File: src/rtl/seq_match_logger.sv
// seq_match_logger
// Timestamps each one-cycle match pulse from the sequence detector and
// queues the timestamps in a first-word-fall-through FIFO that is drained
// through a valid/ready port. Saturating counters track total matches and
// matches dropped because the FIFO was full.
//
// Optional feature macro: SEQ_LOG_DELTA_EN
//   undefined (default): each entry holds the absolute free-running ts value
//   defined            : each entry holds the gap in cycles since the previous
//                        match (or since reset release), saturating at all-ones
`default_nettype none

module seq_match_logger #(
   parameter int TS_WIDTH  = 16,
   parameter int DEPTH     = 4,
   parameter int CNT_WIDTH = 8
) (
   input  logic                 clk,
   input  logic                 reset,
   input  logic                 match,
   output logic                 out_valid,
   input  logic                 out_ready,
   output logic [TS_WIDTH-1:0]  out_ts,
   output logic [CNT_WIDTH-1:0] match_count,
   output logic [CNT_WIDTH-1:0] drop_count,
   output logic                 full,
   output logic                 empty
);

   localparam int             PW      = (DEPTH > 1) ? $clog2(DEPTH) : 1;
   localparam logic [PW:0]    LP_FULL = (PW+1)'(DEPTH);

   // Counter increment that sticks at all-ones instead of wrapping.
   function automatic logic [CNT_WIDTH-1:0] f_sat_cnt(input logic [CNT_WIDTH-1:0] v);
      return (&v) ? v : v + 1'b1;
   endfunction

   logic [TS_WIDTH-1:0]  r_mem [DEPTH];
   logic [PW-1:0]        r_rd;
   logic [PW-1:0]        r_wr;
   logic [PW:0]          r_occ;
   logic [CNT_WIDTH-1:0] r_mcnt;
   logic [CNT_WIDTH-1:0] r_dcnt;

   logic                 w_pop;
   logic                 w_push;
   logic                 w_drop;
   logic [TS_WIDTH-1:0]  w_log_val;

   // full/empty decode only the occupancy register, so there is no
   // combinational path from match to these flags.
   assign full        = (r_occ == LP_FULL);
   assign empty       = (r_occ == '0);
   assign out_valid   = !empty;
   assign out_ts      = empty ? '0 : r_mem[r_rd];
   assign match_count = r_mcnt;
   assign drop_count  = r_dcnt;

   // A pop in the same cycle frees the slot a full FIFO needs for the push.
   assign w_pop  = out_valid && out_ready;
   assign w_push = match && (!full || w_pop);
   assign w_drop = match && full && !w_pop;

`ifdef SEQ_LOG_DELTA_EN
   // Gap increment that sticks at all-ones for long idle stretches.
   function automatic logic [TS_WIDTH-1:0] f_sat_gap(input logic [TS_WIDTH-1:0] v);
      return (&v) ? v : v + 1'b1;
   endfunction

   logic [TS_WIDTH-1:0] r_gap;

   assign w_log_val = r_gap;

   // Gap since the previous match; any match (logged or dropped) restarts it at 1.
   always_ff @(posedge clk) begin
      if (reset)      r_gap <= '0;
      else if (match) r_gap <= TS_WIDTH'(1);
      else            r_gap <= f_sat_gap(r_gap);
   end
`else
   logic [TS_WIDTH-1:0] r_ts;

   assign w_log_val = r_ts;

   // Free-running timestamp, wraps modulo 2^TS_WIDTH.
   always_ff @(posedge clk) begin
      if (reset) r_ts <= '0;
      else       r_ts <= r_ts + 1'b1;
   end
`endif

   // FIFO pointers, occupancy and the saturating match/drop counters.
   always_ff @(posedge clk) begin
      if (reset) begin
         r_rd   <= '0;
         r_wr   <= '0;
         r_occ  <= '0;
         r_mcnt <= '0;
         r_dcnt <= '0;
      end else begin
         if (w_pop)  r_rd <= r_rd + 1'b1;
         if (w_push) r_wr <= r_wr + 1'b1;
         case ({w_push, w_pop})
            2'b10:   r_occ <= r_occ + 1'b1;
            2'b01:   r_occ <= r_occ - 1'b1;
            default: r_occ <= r_occ;
         endcase
         if (match)  r_mcnt <= f_sat_cnt(r_mcnt);
         if (w_drop) r_dcnt <= f_sat_cnt(r_dcnt);
      end
   end

   // Entry storage; contents are only meaningful between rd and wr pointers.
   always_ff @(posedge clk) begin
      if (!reset && w_push) r_mem[r_wr] <= w_log_val;
   end

endmodule

`default_nettype wire

File: config.mk
export PLATFORM = sky130hd
export DESIGN_NAME = seq_match_logger
export DESIGN_NICKNAME = d
export VERILOG_FILES = /design/src/rtl/seq_match_logger.sv
export SDC_FILE = /design/constraint.sdc
export NUM_CORES = 1
export LEC_CHECK = 0
export ABC_AREA = 0
export CAP_MARGIN = 20
export CORE_MARGIN = 2
export CORE_UTILIZATION = 45
export CTS_CLUSTER_SIZE = 20
export DETAILED_ROUTE_END_ITERATION = 7
export GPL_TIMING_DRIVEN = 0
export SLEW_MARGIN = 10
export SYNTH_ARGS = -nofsm -noshare
export SYNTH_HDL_FRONTEND = slang
export SYNTH_SLANG_ARGS = --single-unit
File: constraint.sdc
create_clock -name clk -period 3.7 [get_ports clk]
set_input_delay 0.555 -clock clk [delete_from_list [all_inputs] [get_ports clk]]
set_output_delay 0.555 -clock clk [all_outputs]
set_load 0.05 [all_outputs]
* Word-level counts from Yosys, hierarchy flattened
Memories as Yosys holds them, arrays and structs flattened. A register that Yosys moved wholly into a read port is not among the register bits.
Cells that the tools add are included.
** Word-level totals
- Output and inout bits :: 35
- Logic and storage cells :: 41
- Register bits :: 39
- Input bits :: 4
- Memories :: 1
- RAM bits :: 64
** Cells by class
- Add/sub/neg operators :: 7
- Reductions and logical operators :: 16
- Muxes and demuxes :: 6
- Equality and inequality tests :: 3
- Bitwise operators :: 2
** Memory list
- r_mem :: words 4, width 16, rd ports 1, clocked after Yosys merged registers in 1, wr ports 1, line 38 : logic [TS_WIDTH-1:0] r_mem [DEPTH];
** Operators by type and width (count)
- adder 16 x 1 -> 16 bit, second input constant :: 1
- adder 8 x 1 -> 8 bit, second input constant :: 2
- 2-to-1 mux 16 bit :: 1
- AND reduction 8 bit :: 2
- case mux 3 bit (2 select lines) :: 1
- logical AND 1 bit :: 5
- adder 2 x 1 -> 2 bit, second input constant :: 2
- logical NOT 1 bit :: 4
- 2-to-1 mux 2 bit :: 2
- AND reduction 2 bit :: 2
- adder 3 x 1 -> 3 bit, second input constant :: 1
- equality test 3 bit, second input constant :: 1
- logical NOT 3 bit :: 1
- subtractor 3 x 1 -> 3 bit, second input constant :: 1
- equality test 2 x 1 -> 1 bit, second input constant :: 1
- equality test 2 bit, second input constant :: 1
- 2-to-1 mux 1 bit :: 2
- inverter 1 bit :: 2
- nonzero test 2 bit :: 1
- logical OR 1 bit :: 1

* Longest topological paths before layout
- Word-level depth :: 8
- Gate-level depth with buffers :: 8
- Mapped depth without buffers :: 7

* Worst setup path after synthesis
OpenSTA, ideal clock, no wires.
- Path type :: register to output
- From :: register r_occ[1]
- To :: output out_ts[10]
- Path slack :: 1.247 ns
- Stages on the path, launching flop included :: 6
- Arrival time :: 1.898 ns
- Required time :: 3.145 ns
- Path buffers :: 3
- Cells stage by stage :: dfxtp_1 buf_2 or3_1 clkbuf_1 clkbuf_1 and2_1
** Between the ends
- Longest elaborated chain between the ends :: 2
** Ends and longest elaborated chain
- from (decl) :: line 41 : logic [PW:0] r_occ;
- from (signal assigned) :: line 104 : 2'b10: r_occ <= r_occ + 1'b1;
- from (signal assigned) :: line 105 : 2'b01: r_occ <= r_occ - 1'b1;
- from (signal assigned) :: line 106 : default: r_occ <= r_occ;
- logical NOT 3 bit :: line 53 : assign empty = (r_occ == '0);
- 2-to-1 mux 16 bit :: line 55 : assign out_ts = empty ? '0 : r_mem[r_rd];
- to (decl) :: line 23 : output logic [TS_WIDTH-1:0] out_ts,
Every way passes these cells.

==> impl_metrics.json <==
{
  "pwr-share-seq_pct": 49.3,
  "rsz0062_at_grt": "no",
  "async_reset_ff_share_pct": 0,
  "crit_arrival_ns": 2.91,
  "comb_power_share_pct": 26.7,
  "synth_edf_count": 64,
  "cts-root-buf": "clkbuf_8",
  "die-area_sq_um": 10500,
  "synth_top_family_by_area": "simple AND/OR/NAND/NOR gates",
  "crit_family": "buffers and inverters",
  "period_minus_slack_ns": 3.46,
  "rows": 36,
  "synthXorXnorAreaFrac_pct": 3.80,
  "critical_path.endpoint_type": "primary output",
  "synth_mux_area_share_pct": 9.39,
  "fin_crit_sh_pct": 93.5,
  "grt-ovfl-total": 0,
  "synthCells": 328,
  "timing.fmax_ghz": 0.289,
  "finalHoldViolCount": 0,
  "vias_per_cell": 5.14,
  "first_global_vias": 2539,
  "num_antenna_cells": 0,
  "whs_ns": 0.516,
  "cts_buffers": 9,
  "first_pass_iters": 4,
  "synth_top_cell_by_area": "edfxtp_1",
  "drc": 0,
  "cp_max_fo": 10,
  "drt_iter0_markers": 71,
  "post-cts-setup-buffers": 0,
  "die_y_um": 103,
  "clock_skew_ns": 0.0116,
  "synthMostInstantiatedCell": "edfxtp_1",
  "grt_pass1_wl_um": 12500,
  "p_per_area_nw_per_um2": 518,
  "clk_latency_ns": 0.35,
  "ys_seq_area_share_pct": 62.6,
  "ys_seq_elements": 105,
  "slowest_delay_ns": 0.69,
  "cts.path.max_buffers": 2,
  "synth_area_leaders": "edfxtp_1 (44%), dfxtp_1 (19%), mux4_2 (8.2%)",
  "drive_above_1_share_pct": 10.5,
  "portBuffers": 37,
  "tns_ns": 0,
  "crit_type": "reg -> out",
  "run_status": "finished, final reports clean",
  "drv_slew": 0,
  "hold_path.class": "reg -> reg",
  "critPathBufInv": 3,
  "synth-simple-area-share_pct": 14.4,
  "maxSlewHeadroom_pct": 40.3,
  "vias": 2641,
  "ioPinCount": 39,
  "synth_fa_ha_area_share_pct": 2.45,
  "cts_sinks": 105,
  "place.gp.congestion": 0.783,
  "initial_core_util_pct": 45.7,
  "worst_slew_pin_slew_ns": 0.896,
  "synth.distinct_cells": 44,
  "cp.required_ns": 3.14,
  "swShare_pct": 31.5,
  "grt_max_degree": 18,
  "yosys_warnings": 0,
  "grt_antenna_before_repair": 0,
  "place_hpwl_um": 5170,
  "grt_usage_pct": 15.8,
  "netlist.area_leader.share_pct": 43.8,
  "startpoint_type": "register",
  "dominantRegCellSynth": "edfxtp_1",
  "p_sw_mw": 0.833,
  "syn_to_final_growth_pct": 16.2,
  "p_leak_nw": 1.68,
  "synth.avg_cell_area_sq_um": 13.4,
  "cp_slowest_cell": "clkdlybuf4s50_1",
  "clkSlewWorstSetupHoldPaths_ns": 0.09,
  "setup_violations": 0,
  "netlist_area_sq_um": 4380,
  "cp_cell_sequence": "buf_1 > clkbuf_1 > mux4_2 > and2_1 > clkdlybuf4s50_1",
  "clockPowerShare_pct": 24.0,
  "htreeDepth": 3,
  "wirelength_um": 7870,
  "fp.dieW_um": 103,
  "layout.nets": 388,
  "syn_nets": 340,
  "core_area_sq_um": 9590,
  "drv_cap": 0,
  "synth_compound_area_share_pct": 5.11,
  "synth.cells.most_frequent": "edfxtp_1 (64), dfxtp_1 (41), nor2_1 (33), and2_1 (22), mux4_2 (16)",
  "cts_resized": 0,
  "internal-power_mw": 1.81,
  "drtAntennaViolNets": 0,
  "cts_tree": "yes",
  "wl_per_cell_um": 15.3,
  "holdBufCountCts": 0,
  "ir_worst_vdd_uv": 238
}
==> layout make-up <==
cell class,instances,area (sq um)
clock inverter,5,32.5
buffer,16,72.6
clock buffer,11,141
multi-input combinational,199,1540
timing repair buffer,37,370
inverter,8,30.0
tap,133,166
fill,843,4500
sequential,105,2740
==> worst reg2reg max path: cells and delay by family, from the launching register on <==
family / cells / cell delay [ns]
AOI/OAI and AO/OA: 3 / 0.38
buffers and inverters: 1 / 0.19
adders and majority gates: 1 / 0.41
and+or+nand+nor: 2 / 0.78
DFF: 1 / 0.31
==> per-stage QoR <==
step	setup slack (ns)	area [sq um]	power [mW]	util, %	std cells
2_1_floorplan	1.25	4380	1.84	-	328
3_3_place_gp	0.485	4920	2.04	51.3	498
3_5_place_dp	0.509	4920	2.05	51.3	498
4_1_cts	0.183	5090	2.67	53.1	514
5_1_grt	0.0907	5090	2.76	53.1	514
6_report	0.239	5090	2.64	53.1	514
==> cell families after synthesis <==
group / count (synthesis)
AND/OR/NAND/NOR: 114
flip-flops: 105
AO/OA/AOI/OAI: 37
buffers and inverters: 24
multiplexers: 21
XOR/XNOR: 19
adder cells (fa/ha/maj): 8
==> placed cells by master (no fill, tap or decap), types with 8 or more instances in the layout <==
| master | synthesis | layout |
|---|---|---|
| nand4_1 | 8 | 8 |
| clkbuf_1 | 9 | 10 |
| clkdlybuf4s50_1 | 0 | 37 |
| dfxtp_1 | 41 | 41 |
| xor2_1 | 12 | 12 |
| o21ai_0 | 10 | 10 |
| clkbuf_8 | 0 | 10 |
| inv_1 | 8 | 8 |
| mux4_2 | 16 | 16 |
| nor2_1 | 33 | 33 |
| a21oi_1 | 12 | 12 |
| nand2_1 | 9 | 9 |
| nand3_1 | 10 | 10 |
| and2_1 | 22 | 22 |
| edfxtp_1 | 64 | 64 |
==> final timing paths <==
path                               start         to  slack [ns]  cells past startpoint
worst max-delay path            register  out_ts[8]        0.24                      5
worst min-delay path             r_rd[1]    r_rd[1]        0.52                      2
worst max register to register  r_occ[1]   r_occ[2]        1.49                      7
worst min register to register   r_rd[1]    r_rd[1]        0.52                      2
==> sequential cells by signal, indices dropped and copies added, names as in the netlist, named ones only <==
signal / count
drop_count: 8
match_count: 8
r_mem: 64
r_occ: 3
r_rd: 2
r_ts: 16
r_wr: 2
==> metal layers <==
layer / part of all wire [%] / up-vias / GRT usage [%] / wire length, um
li1: - / 1314 / - / -
met4: 1.1 / 0 / 5.54 / 90
met1: 46 / 1282 / 20.5 / 3640
met5: 0 / - / 0 / 0
met3: 2.3 / 9 / 2.51 / 180
met2: 50 / 36 / 26.9 / 3950
==> power by group through the flow <==
stage	Combinational, mW	Sequential (mW)	Clock (mW)
floorplan	0.510	1.33	0
global placement	0.712	1.33	0
detailed placement	0.719	1.33	0
CTS	0.720	1.30	0.649
global route	0.761	1.31	0.690
finish	0.706	1.30	0.633
No activity file was read; power rests on OpenSTA's default activity.
==> patch 1 (config.mk and constraints unchanged) <==
Put one more register stage on the output `drop_count`, cleared by the reset. The value now appears one clock later. The other outputs are not delayed to match.
--- a/src/rtl/seq_match_logger.sv
+++ b/src/rtl/seq_match_logger.sv
@@ -54,7 +54,13 @@
    assign out_valid   = !empty;
    assign out_ts      = empty ? '0 : r_mem[r_rd];
    assign match_count = r_mcnt;
-   assign drop_count  = r_dcnt;
+   always_ff @(posedge clk) begin
+      if (reset) begin
+         drop_count <= '0;
+      end else begin
+         drop_count <= r_dcnt;
+      end
+   end
 
    // A pop in the same cycle frees the slot a full FIFO needs for the push.
    assign w_pop  = out_valid && out_ready;
Function: changed (Yosys sat finds a counterexample within 10 cycles, from zero or initial values and one cycle with reset high).
==> patch 1 against the unedited design <==
Largest cell class unchanged. Worst setup slack lost 0.085 ns. Sequential cell count grew 8. Routed wire length grew 2.9%. Synthesized area grew 4.3%. Register-to-register slack gained 0.04 ns. Die area grew 4.2%. Critical path depth is the same. Final area grew 12%. Clock power grew 140%. First-iteration DRC count shrank 13%. Maximum frequency shrank 2.4%. Sequential share of layout area shrank 2.8 points. Power grew 37%.
==> patch 1: results (changes against the unedited design) <==
Final #Nets=408 (+5.2%); WL/cell=14.9 um (-2.4%); met1 Use GR=0.199 (-0.00619); critical path arrival=2.99 ns (+0.08 ns); Cells after DPL=510 (+2.4%); Clock Buffer Count=23 (+12); status=finished clean; met3 Use GR=0.0518 (+0.0267); distinct cell type count after synthesis=45 (+2.3%); clock slew at reported path FFs=0.05 ns (-0.04 ns); first-pass GRT wire length=13.3 mm (+6.7%); nonclk inv count=10 (+2); Clock Power=1.51 mW (+140%); Setup Skew=0.00858 ns (-0.00307 ns); Area contributors post-synth=edfxtp_1 (42%), dfxtp_1 (21%), mux4_2 (7.9%); top post-synthesis cells by count=edfxtp_1 (64), dfxtp_1 (49), nor2_1 (35); count of multi-input gates=202 (+1.5%); met1 WL=3.76 mm (+3.2%); DR vias=2,800 (+6.0%); HPWL after DPL=5.17 mm (about the same); seq_cells=113 (+7.6%); Via-to-Cell Ratio=5.17 (+0.54%); met3 WL post-DR=320 um (+78%); sequential area share after synthesis=0.635 (+0.00900); RePlAce Congestion=0.763 (-2.6%); reg2reg setup slack=1.53 ns (+0.04 ns); CTS H-tree lvls=4 (+1); Synthesized Nets=351 (+3.2%); footprint of the multi-input gates=0.00157 sq mm (+1.9%); Worst VDD drop=274 uV (+15%); Worst-Skew Late Latency=0.50 ns (+0.15 ns)
[patch 1: final timing paths]
check,startpoint,end,depth (start not counted)
worst max-delay path,flop,out_ts[13],5
worst min-delay path,r_dcnt[6],drop_count[6],2
worst max register to register,r_occ[2],r_occ[2],7
worst min register to register,r_dcnt[6],drop_count[6],2
[patch 1: metrics by stage]
stage           util  total power [mW]  worst slack [ns]  hold slack (ns)
3_3_place_gp   0.522              2.13             0.571            0.479
2_1_floorplan      -              1.93              1.29            0.447
4_1_cts        0.579              3.66             0.118            0.491
6_report       0.579              3.62             0.155            0.485
5_1_grt        0.579              3.75            0.0294            0.521
3_5_place_dp   0.522              2.14             0.525            0.479
[patch 1: cell families (layout without fill, tap and decap cells)]
family,count (synthesis),after routing,share of synthesized area
fa+ha+maj,8,8,0.0235
simple gates,116,116,0.136
compound gates,37,37,0.0544
buf+inv,24,94,0.0227
mux,21,21,0.0903
flops,113,113,0.635
xor+xnor,20,20,0.0383
==> patch 2 (config.mk and constraints unchanged) <==
Made on the original files. Set the parameter `CNT_WIDTH` to 6 (it was 8).
--- a/src/rtl/seq_match_logger.sv
+++ b/src/rtl/seq_match_logger.sv
@@ -13,7 +13,7 @@
 module seq_match_logger #(
    parameter int TS_WIDTH  = 16,
    parameter int DEPTH     = 4,
-   parameter int CNT_WIDTH = 8
+   parameter int CNT_WIDTH = 6
 ) (
    input  logic                 clk,
    input  logic                 reset,
Ports: changed (resized drop_count and match_count); port bits go from 39 to 35. The function was not compared with the original's and may differ.
==> patch 2 against the unedited design <==
Final cell count decreased by 8.4%. Highest routed layer unchanged. Sequential cell count decreased by 4. Worst setup slack improved by 0.15 ns. Routed wire length decreased by 3.4%. Count of clock-buffer cells in the layout decreased by 2. Synthesized area decreased by 3.6%. Clock skew decreased by 0.0025 ns. Worst hold slack improved by 0.026 ns. Power increased by 3.4%. Combinational power increased by 8.1%. Final area decreased by 3.8%.
==> patch 2: results (changes against the unedited design) <==
WL/cell=16.1 um (+5.4%); status=finished clean; Signal buffers=48 (-9.4%); Reg-to-Reg End=r_occ[1]; DP Worst Slack=0.556 ns (+0.0472 ns); critical path arrival=2.76 ns (-0.15 ns); nonclk inv count=10 (+2); multi-input combinational area share=0.297 (-0.00464); end of the critical path=out_ts[12]; Die ar.=0.0102 sq mm (-3.5%); HPWL after DPL=4.93 mm (-4.6%); hold_ws=0.542 ns (+0.0264 ns); first-pass GRT wire length=12.5 mm (+0.22%); DR vias=2,514 (-4.8%); Area contributors post-synth=edfxtp_1 (45%), dfxtp_1 (18%), mux4_2 (8.5%); met3 WL post-DR=194 um (+7.8%); Post-Syn Instances=311 (-5.2%); met2 GRT Util=0.275 (+0.00590); Worst VDD drop=209 uV (-12%); WHS Path Cells=0 (-2); drt first-iter violations=158 (+120%); DP Area=0.00470 sq mm (-4.6%); GRT Util Overall=0.164 (+0.00676); Setup Skew=0.00918 ns (-0.00247 ns); Worst Min Path Start=r_ts[15]; Synthesized Nets=323 (-5.0%)
==> patch 2: cell types whose count changed after synthesis, moves of 4 or more <==
cell     delta
dfxtp_1     -4
nand4_1     -4
xnor2_1     +6
or4_1       -4
o31ai_1     -4
xor2_1      -6
a21oi_1     -5
o21ai_0     -4
nor3_1      +5
==> patch 2: power by group through the flow <==
stage | Combinational (mW) | Sequential (mW) | Clock (mW)
6_report | 0.763 | 1.27 | 0.703
5_1_grt | 0.818 | 1.27 | 0.773
4_1_cts | 0.773 | 1.27 | 0.726
3_5_place_dp | 0.772 | 1.29 | 0
3_3_place_gp | 0.758 | 1.29 | 0
2_1_floorplan | 0.546 | 1.29 | 0
==> patch 2: cells by family (layout without fill, tap and decap cells) <==
family	count (synthesis)	in the layout	share of synthesized area
AO/OA/AOI/OAI	27	27	0.0406
XOR/XNOR	19	19	0.0394
adder cells (fa/ha/maj)	8	8	0.0255
buffers and inverters	25	74	0.0252
flip-flops	101	101	0.630
multiplexers	20	20	0.0947
AND/OR/NAND/NOR	111	111	0.145
